## config.mk

```make
export PLATFORM = sky130hd
export DESIGN_NAME = pellet_ctrl
export DESIGN_NICKNAME = d
export VERILOG_FILES = /design/src/rtl/pacman_pkg.sv /design/src/rtl/pellet_ram.sv /design/src/rtl/pellet_ctrl.sv
export SDC_FILE = /design/constraint.sdc
export NUM_CORES = 2
export LEC_CHECK = 0
export ABC_AREA = 0
export BUFFER_PORTS_ARGS = -buffer_cell sky130_fd_sc_hd__buf_4
export CORE_ASPECT_RATIO = 1.5
export CORE_MARGIN = 4
export CORE_UTILIZATION = 30
export DETAILED_ROUTE_END_ITERATION = 8
export SKIP_LAST_GASP = 1
export SLEW_MARGIN = 10
export SYNTH_ARGS = -nofsm -noshare
export SYNTH_HDL_FRONTEND = slang
export SYNTH_SLANG_ARGS = --single-unit
export TNS_END_PERCENT = 50
```

## constraint.sdc

```tcl
create_clock -name Clk -period 52.2 [get_ports Clk]
set_input_delay 7.83 -clock Clk [delete_from_list [all_inputs] [get_ports Clk]]
set_output_delay 7.83 -clock Clk [all_outputs]
set_load 0.03 [all_outputs]
```

## src/rtl/pacman_pkg.sv

```systemverilog
// Shared constants, FSM state type and score helper for the pellet map controller.
package pacman_pkg;

   localparam int NUM_CELLS     = 1200;
   localparam int CELL_W        = 11;
   localparam int PELLET_POINTS = 10;

   localparam logic [CELL_W-1:0] NUM_CELLS_W = CELL_W'(NUM_CELLS);

   typedef enum logic [1:0] {
      S_IDLE,
      S_FILL,
      S_EAT_RD,
      S_EAT_WR
   } state_t;

   function automatic logic [15:0] sat_add16(input logic [15:0] a, input logic [15:0] b);
      logic [16:0] sum;
      sum = {1'b0, a} + {1'b0, b};
      return sum[16] ? 16'hFFFF : sum[15:0];
   endfunction

endpackage

```

## src/rtl/pellet_ram.sv

```systemverilog
// 1200x1 pellet map: port A synchronous read-only, port B synchronous read/write.
// Port A returns the old contents when port B writes the same cell in the same cycle.
module pellet_ram
   import pacman_pkg::*;
(
   input  logic              Clk,
   input  logic [CELL_W-1:0] i_addr_a,
   output logic              o_dout_a,
   input  logic [CELL_W-1:0] i_addr_b,
   input  logic              i_we_b,
   input  logic              i_din_b,
   output logic              o_dout_b
);

   logic r_mem [0:NUM_CELLS-1];
   logic r_dout_a;
   logic r_dout_b;

   // Out-of-range addresses read as empty cells and never write.
   always_ff @(posedge Clk) begin
      if (i_we_b && (i_addr_b < NUM_CELLS_W)) begin
         r_mem[i_addr_b] <= i_din_b;
      end
      r_dout_a <= (i_addr_a < NUM_CELLS_W) ? r_mem[i_addr_a] : 1'b0;
      r_dout_b <= (i_addr_b < NUM_CELLS_W) ? r_mem[i_addr_b] : 1'b0;
   end

   assign o_dout_a = r_dout_a;
   assign o_dout_b = r_dout_b;

endmodule

```

## src/rtl/pellet_ctrl.sv

```systemverilog
// Pellet map controller: refills the map from a layout ROM and services eat requests.
// Optional PELLET_SCORE_EN adds a saturating 16-bit score output.
module pellet_ctrl
   import pacman_pkg::*;
(
   input  logic        Clk,
   input  logic        Reset,
   input  logic        start_level,
   input  logic [10:0] disp_index,
   output logic        disp_pellet,
   input  logic        eat_valid,
   input  logic [10:0] eat_index,
   output logic        eat_ready,
   output logic        eaten,
   output logic [10:0] rom_addr,
   input  logic        rom_bit,
   output logic        busy,
   output logic [10:0] pellets_left,
   output logic        level_clear
`ifdef PELLET_SCORE_EN
   ,
   output logic [15:0] score
`endif
);

   state_t      r_state, w_state_nxt;
   logic [10:0] r_fill_cnt, w_fill_cnt_nxt;
   logic [10:0] r_pellets, w_pellets_nxt;
   logic [10:0] r_eat_idx, w_eat_idx_nxt;
   logic        r_filled, w_filled_nxt;
   logic        r_level_clear;
   logic [10:0] w_addr_b;
   logic        w_we_b;
   logic        w_din_b;
   logic        w_eaten;
   logic        w_dout_a;
   logic        w_dout_b;

   pellet_ram u_ram (
      .Clk      (Clk),
      .i_addr_a (disp_index),
      .o_dout_a (w_dout_a),
      .i_addr_b (w_addr_b),
      .i_we_b   (w_we_b),
      .i_din_b  (w_din_b),
      .o_dout_b (w_dout_b)
   );

   always_ff @(posedge Clk) begin
      if (Reset) begin
         r_state       <= S_IDLE;
         r_fill_cnt    <= '0;
         r_pellets     <= '0;
         r_filled      <= 1'b0;
         r_level_clear <= 1'b0;
      end else begin
         r_state       <= w_state_nxt;
         r_fill_cnt    <= w_fill_cnt_nxt;
         r_pellets     <= w_pellets_nxt;
         r_filled      <= w_filled_nxt;
         r_level_clear <= w_filled_nxt && (w_pellets_nxt == '0) && (w_state_nxt == S_IDLE);
      end
   end

   always_ff @(posedge Clk) begin
      r_eat_idx <= w_eat_idx_nxt;
   end

   always_comb begin
      w_state_nxt    = r_state;
      w_fill_cnt_nxt = r_fill_cnt;
      w_pellets_nxt  = r_pellets;
      w_filled_nxt   = r_filled;
      w_eat_idx_nxt  = r_eat_idx;
      w_addr_b       = r_eat_idx;
      w_we_b         = 1'b0;
      w_din_b        = 1'b0;
      w_eaten        = 1'b0;

      case (r_state)
         S_IDLE: begin
            if (eat_valid) begin
               w_eat_idx_nxt = eat_index;
               w_state_nxt   = S_EAT_RD;
            end
         end
         S_FILL: begin
            // ROM data lags the address by one cycle, so cycle k writes cell k-1.
            if (r_fill_cnt != '0) begin
               w_addr_b = r_fill_cnt - 11'd1;
               w_we_b   = 1'b1;
               w_din_b  = rom_bit;
               if (rom_bit) begin
                  w_pellets_nxt = r_pellets + 11'd1;
               end
            end
            if (r_fill_cnt == NUM_CELLS_W) begin
               w_state_nxt  = S_IDLE;
               w_filled_nxt = 1'b1;
            end else begin
               w_fill_cnt_nxt = r_fill_cnt + 11'd1;
            end
         end
         S_EAT_RD: begin
            w_state_nxt = S_EAT_WR;
         end
         S_EAT_WR: begin
            w_state_nxt = S_IDLE;
            if (r_filled && w_dout_b && (r_eat_idx < NUM_CELLS_W) && (r_pellets != '0)) begin
               w_we_b        = 1'b1;
               w_eaten       = 1'b1;
               w_pellets_nxt = r_pellets - 11'd1;
            end
         end
         default: begin
            w_state_nxt = S_IDLE;
         end
      endcase

      // A new level abandons whatever was in flight, including an eat about to write.
      if (start_level) begin
         w_state_nxt    = S_FILL;
         w_fill_cnt_nxt = '0;
         w_pellets_nxt  = '0;
         w_filled_nxt   = 1'b0;
         w_we_b         = 1'b0;
         w_eaten        = 1'b0;
      end
      if (Reset) begin
         w_we_b  = 1'b0;
         w_eaten = 1'b0;
      end
   end

   assign rom_addr     = ((r_state == S_FILL) && (r_fill_cnt < NUM_CELLS_W)) ? r_fill_cnt : '0;
   assign busy         = (r_state == S_FILL);
   assign eat_ready    = (r_state == S_IDLE);
   assign eaten        = w_eaten;
   assign disp_pellet  = w_dout_a & r_filled;
   assign pellets_left = r_pellets;
   assign level_clear  = r_level_clear;

`ifdef PELLET_SCORE_EN
   logic [15:0] r_score;

   always_ff @(posedge Clk) begin
      if (Reset) begin
         r_score <= '0;
      end else if (w_eaten) begin
         r_score <= sat_add16(r_score, 16'(PELLET_POINTS));
      end
   end

   assign score = r_score;
`endif

endmodule

```

# Word level (Yosys, flattened, before mapping)
# Memories as Yosys holds them, arrays and structs flattened. A register that Yosys moved wholly into a read port is not among the register bits.
# Cells that the tools add are included.
[classes]
shifts = 0
n_eq_ne = 4
n_mux = 27
n_mul = 0
bitwise = 2
order_cmp = 4
n_reduce_logical = 17
addsub = 4
div_mod_pow = 0
[ops]
columns = ["cell", "n"]
rows = [
  ["2-to-1 mux 11 bit", 7],
  ["< comparator 11 bit, second input constant", 4],
  ["adder 11 x 1 -> 11 bit, second input constant", 2],
  ["case mux 11 bit (2 select lines)", 1],
  ["nonzero test 11 bit", 2],
  ["subtractor 11 x 1 -> 11 bit, second input constant", 2],
  ["2-to-1 mux 1 bit", 14],
  ["== test 11 bit, second input constant", 1],
  ["zero test 11 bit", 1],
  ["case mux 2 bit (4 select lines)", 1],
  ["logical AND 1 bit", 7],
  ["2-to-1 mux 2 bit", 3],
  ["== test 2 bit, second input constant", 2],
  ["zero test 2 bit", 2],
  ["AND reduction 2 bit", 2],
  ["== test 2 x 1 -> 1 bit, second input constant", 1],
  ["zero test 1 bit", 2],
  ["case mux 1 bit (2 select lines)", 1],
  ["OR reduction 2 bit", 1],
  ["AND 1 bit", 1],
  ["inverter 1 bit", 1],
]
[word_totals]
in_bits = 27
out_inout_bits = 27
n_memories = 1
rom_bits = 0
ramBits = 1200
regBits = 37
latch_bits = 0
[mem_list]
columns = ["memory", "words", "width", "rd", "rd_ports_with_merged_regs", "wr", "line_no", "text"]
rows = [
  ["u_ram.r_mem", 1200, 1, 2, 2, 1, "pellet_ram.sv:15", "logic r_mem [0:NUM_CELLS-1];"],
]

# Logic depth before layout (Yosys ltp)
[depth]
word_depth = 10
ltp_mapped = 19
mapped_depth_nobuf = 14

# Hierarchy
# A second synthesis with hierarchy kept.
[unflattened]
cells_unflattened = 5016
hier_area_um2 = 64000.1
[by_module_without_submodules]
columns = ["module", "seq_area_each_um2", "area_per_inst_um2", "cells_per_inst", "instances"]
rows = [
  ["pellet_ram", 36074.6, 61654.1, 4726, 1],
  ["pellet_ctrl", 850.8, 2346.0, 290, 1],
]

# Worst setup path after synthesis
# OpenSTA, ideal clock, no wires.
[synth_timing]
kind = "input port to flip-flop"
startpoint = "in rom_bit"
endpoint = "mem u_ram.r_mem[0], data pin"
setup_ns = 5.778
slack_ns = 10.943
cell_stages = 2
required_ns = 46.422
arrival_ns = 35.479
path_cell_list = "nand2_1 > nor2_1"
[synth_between]
elab_chain_len = 2
[synth_rtl]
columns = ["element", "line_no", "text"]
rows = [
  ["start: declaration", "pellet_ctrl.sv:16", "input logic rom_bit,"],
  ["2-to-1 mux 1 bit", "pellet_ctrl.sv:89", "if (r_fill_cnt != '0) begin"],
  ["2-to-1 mux 1 bit", "pellet_ctrl.sv:80", "case (r_state)"],
  ["via u_ram.i_din_b", "pellet_ram.sv:11", "input logic i_din_b,"],
  ["end: declaration", "pellet_ram.sv:15", ""],
]
# The timed path passes the listed nets, and every way through them passes these cells.

# Worst setup path in the final report
[layout_timing]
startpoint = "in start_level"
endpoint = "out eaten"
[layout_between]
elab_chain_len = 2
[layout_rtl]
columns = ["element", "line_no", "text"]
rows = [
  ["start: declaration", "pellet_ctrl.sv:8", "input logic start_level,"],
  ["2-to-1 mux 1 bit", "pellet_ctrl.sv:121", "if (start_level) begin"],
  ["2-to-1 mux 1 bit", "pellet_ctrl.sv:129", "if (Reset) begin"],
  ["end: declaration", "pellet_ctrl.sv:14", "output logic eaten,"],
]
# No other way between the ends.

==> run metrics <==
commonest non-fill, non-tap cell in the layout=nor2_1; Post-CTS Setup Inserts=0; final WL=approximately 230 mm; max_cap viols=0; fin util=0.335; vias after detailed routing=45600; clock root cell=clkbuf_16; IO Pins=54; layout cells sized above 1=0.163; max-slew violations=0; CTS tree=done; vias in the first global route=44400; commonest non-fill, non-tap cells in the layout=nor2_1 (1257), edfxtp_1 (1211), nand2_1 (486); leakage power=23.6 nW; final hold vios=0; period utilisation layout=0.324; first-pass GRT wire length=between 300 and 400 mm; Yosys cell types=66; largest net degree at the start of global routing=133; hold buffer count at cts=0; Power Dens Cells=30.4 mW/mm^2; Total GRT Usage=0.201; Avg WL per Cell=between 20 and 30 um; Setup TNS=0 ns; capture point of the worst reg-to-reg path=u_ram.o_dout_b; Hold Path Class=flip-flop to flip-flop; CTS Buf Count=117; nets=approximately 5000; Core Area=0.212 sq mm; Hold Slack=between 0.5 and 0.6 ns; measured slew at the worst slew-check pin=1.34 ns; # resized after CTS=0; type of the worst setup path=input port to primary output; Ys Warns=0; clock transition at the registers of the reported paths=0.06 ns; syn nets=5164; crit path from=start_level; reg2reg path depth=14; clk_skew=0.0491 ns; CTS Buffer Depth=3; sequential-to-total area share from yosys stat=0.578; synthesized area=0.0639 sq mm; die height=573 um; worst vdd ir=0.0265 mV; number of flops mapped to enable cells by yosys=1211; #FFs+latches synth=1239; initial core utilization=0.301; Worst-Skew Late Latency=0.78 ns; number of clock sinks=1239; Slew headroom=0.106; Synth Flop Type=edfxtp_1; area grow syn2layout=11.0%; htree depth=3; FF-to-FF Start=r_state[0]; fmax=59.1 MHz; Die W=385 um; CP Capture Type=primary output; Port Buf Inserts=53; outcome=finished, final reports clean; total gr overflow=0; Cells after Synth=between 5000 and 6000; Worst R2R Setup Slack=44.55 ns; antenna violations before repair=8; antenna viol nets, final=0; GPL Wtd Cong=0.843; DRC viols=0; Critical Path Fanout Max=17; Final setup violation count=0; RSZ-0062 raised after global routing=false; minimum clock period=16.92 ns; Worst EP required=44.37 ns; HPWL Detailed=approximately 120 mm; crit path DAT=9.09 ns; drt first-iter violations=6676; first-pass iteration count of the detailed router=7; DR vias/cell=around 5.8; asr flop ratio synth=0; crit start category=input port; worst setup path endpoint=eaten; Cell Rows=207; die footprint=0.221 sq mm; syn_area_per_cell=between 10 and 15 sq um
synthesized netlist by cell type (8+ instances only):
| cell | instances | area share |
|---|---|---|
| or4_1 | 19 | 0.0022 |
| o22a_1 | 18 | 0.0025 |
| and3_1 | 16 | 0.0016 |
| dfxtp_1 | 28 | 0.0088 |
| xor2_1 | 16 | 0.0022 |
| buf_4 | 12 | 0.0014 |
| a21oi_1 | 136 | 0.011 |
| a31oi_1 | 20 | 0.0020 |
| mux4_2 | 397 | 0.14 |
| buf_2 | 184 | 0.014 |
| o21ai_1 | 8 | 0.00063 |
| o21ai_0 | 23 | 0.0018 |
| xnor2_1 | 12 | 0.0016 |
| mux2i_1 | 415 | 0.065 |
| nand2b_1 | 15 | 0.0015 |
| nand2_1 | 514 | 0.030 |
| nor4_1 | 66 | 0.0065 |
| clkbuf_1 | 250 | 0.015 |
| nand3_1 | 101 | 0.0079 |
| a311oi_1 | 8 | 0.0011 |
| nor3_1 | 38 | 0.0030 |
| a22oi_1 | 9 | 0.0011 |
| inv_1 | 16 | 0.00094 |
| o22ai_1 | 174 | 0.017 |
| buf_1 | 38 | 0.0022 |
| edfxtp_1 | 1211 | 0.57 |
| nor2_1 | 1261 | 0.074 |
| nand4_1 | 12 | 0.0012 |
| and2_1 | 21 | 0.0021 |
report_power, final:
group	leakage, nW	switching, mW	internal (mW)
combinational	8.77	0.106	0.0566
clock	1.96	0.397	0.519
sequential	12.8	0.00134	1.08
critical path, stage by stage:
cell	delay, ns
buf_4	0.17
or2_2	0.43
nor3_1	0.41
buf_4	0.24
cell families (layout without fill, tap and decap cells):
family	after synthesis	in the layout	share of synthesized area
buffers and inverters	505	393	0.0345
XOR/XNOR	28	28	0.00384
flip-flops	1239	1239	0.578
AO/OA/AOI/OAI	439	439	0.0425
multiplexers	821	821	0.206
adder cells (fa/ha/maj)	5	5	0.000978
AND/OR/NAND/NOR	2095	2095	0.134
other	0	2	0
per-layer routing:
| layer | vias up | share of wire | global-route usage |
|---|---|---|---|
| met3 | 686 | 0.11 | 0.0386 |
| met1 | 23300 | 0.35 | 0.247 |
| met4 | 6 | 0.071 | 0.121 |
| met5 | - | 0.00020 | 0 |
| met2 | 2998 | 0.47 | 0.326 |
| li1 | 18600 | - | - |
stage by stage:
step	cells	power (mW)	worst slack, ns	cell area (sq um)
floorplan	5132	1.21	10.94	63900
global placement	7620	1.26	35.33	66900
detailed placement	7620	1.26	35.28	66900
CTS	7841	2.16	35.28	71000
global route	7842	2.21	35.23	71000
finish	7843	2.16	35.28	71000
flip-flops by register name, summed over array words and instances, names as in the netlist:
name            count
pellets_left       11
u_ram.r_mem      1200
u_ram.o_dout_a      1
level_clear         1
u_ram.o_dout_b      1
r_fill_cnt         11
r_eat_idx          11
r_filled            1
r_state             2
worst min-delay path by stage:
stage	startpoint	endpoint	slack [ns]	cells after the start
final	r_filled	r_filled	0.56	2
after global placement	r_filled	r_filled	0.55	2
after detailed placement	r_filled	r_filled	0.54	2
after CTS	r_filled	r_filled	0.56	2
after global routing	r_filled	r_filled	0.59	2
after floorplan	r_filled	r_filled	0.49	2
final cells by class:
cell class	instances	area, sq um
Inverter	16	60.1
Fill cell	20800	141000
Antenna cell	2	5.00
Timing Repair Buffer	156	1240
Tap cell	2821	3530
Multi-Input combinational cell	3388	25200
Sequential cell	1239	36900
Clock inverter	85	931
Clock buffer	136	3100
(Power assumes the default switching activity.)
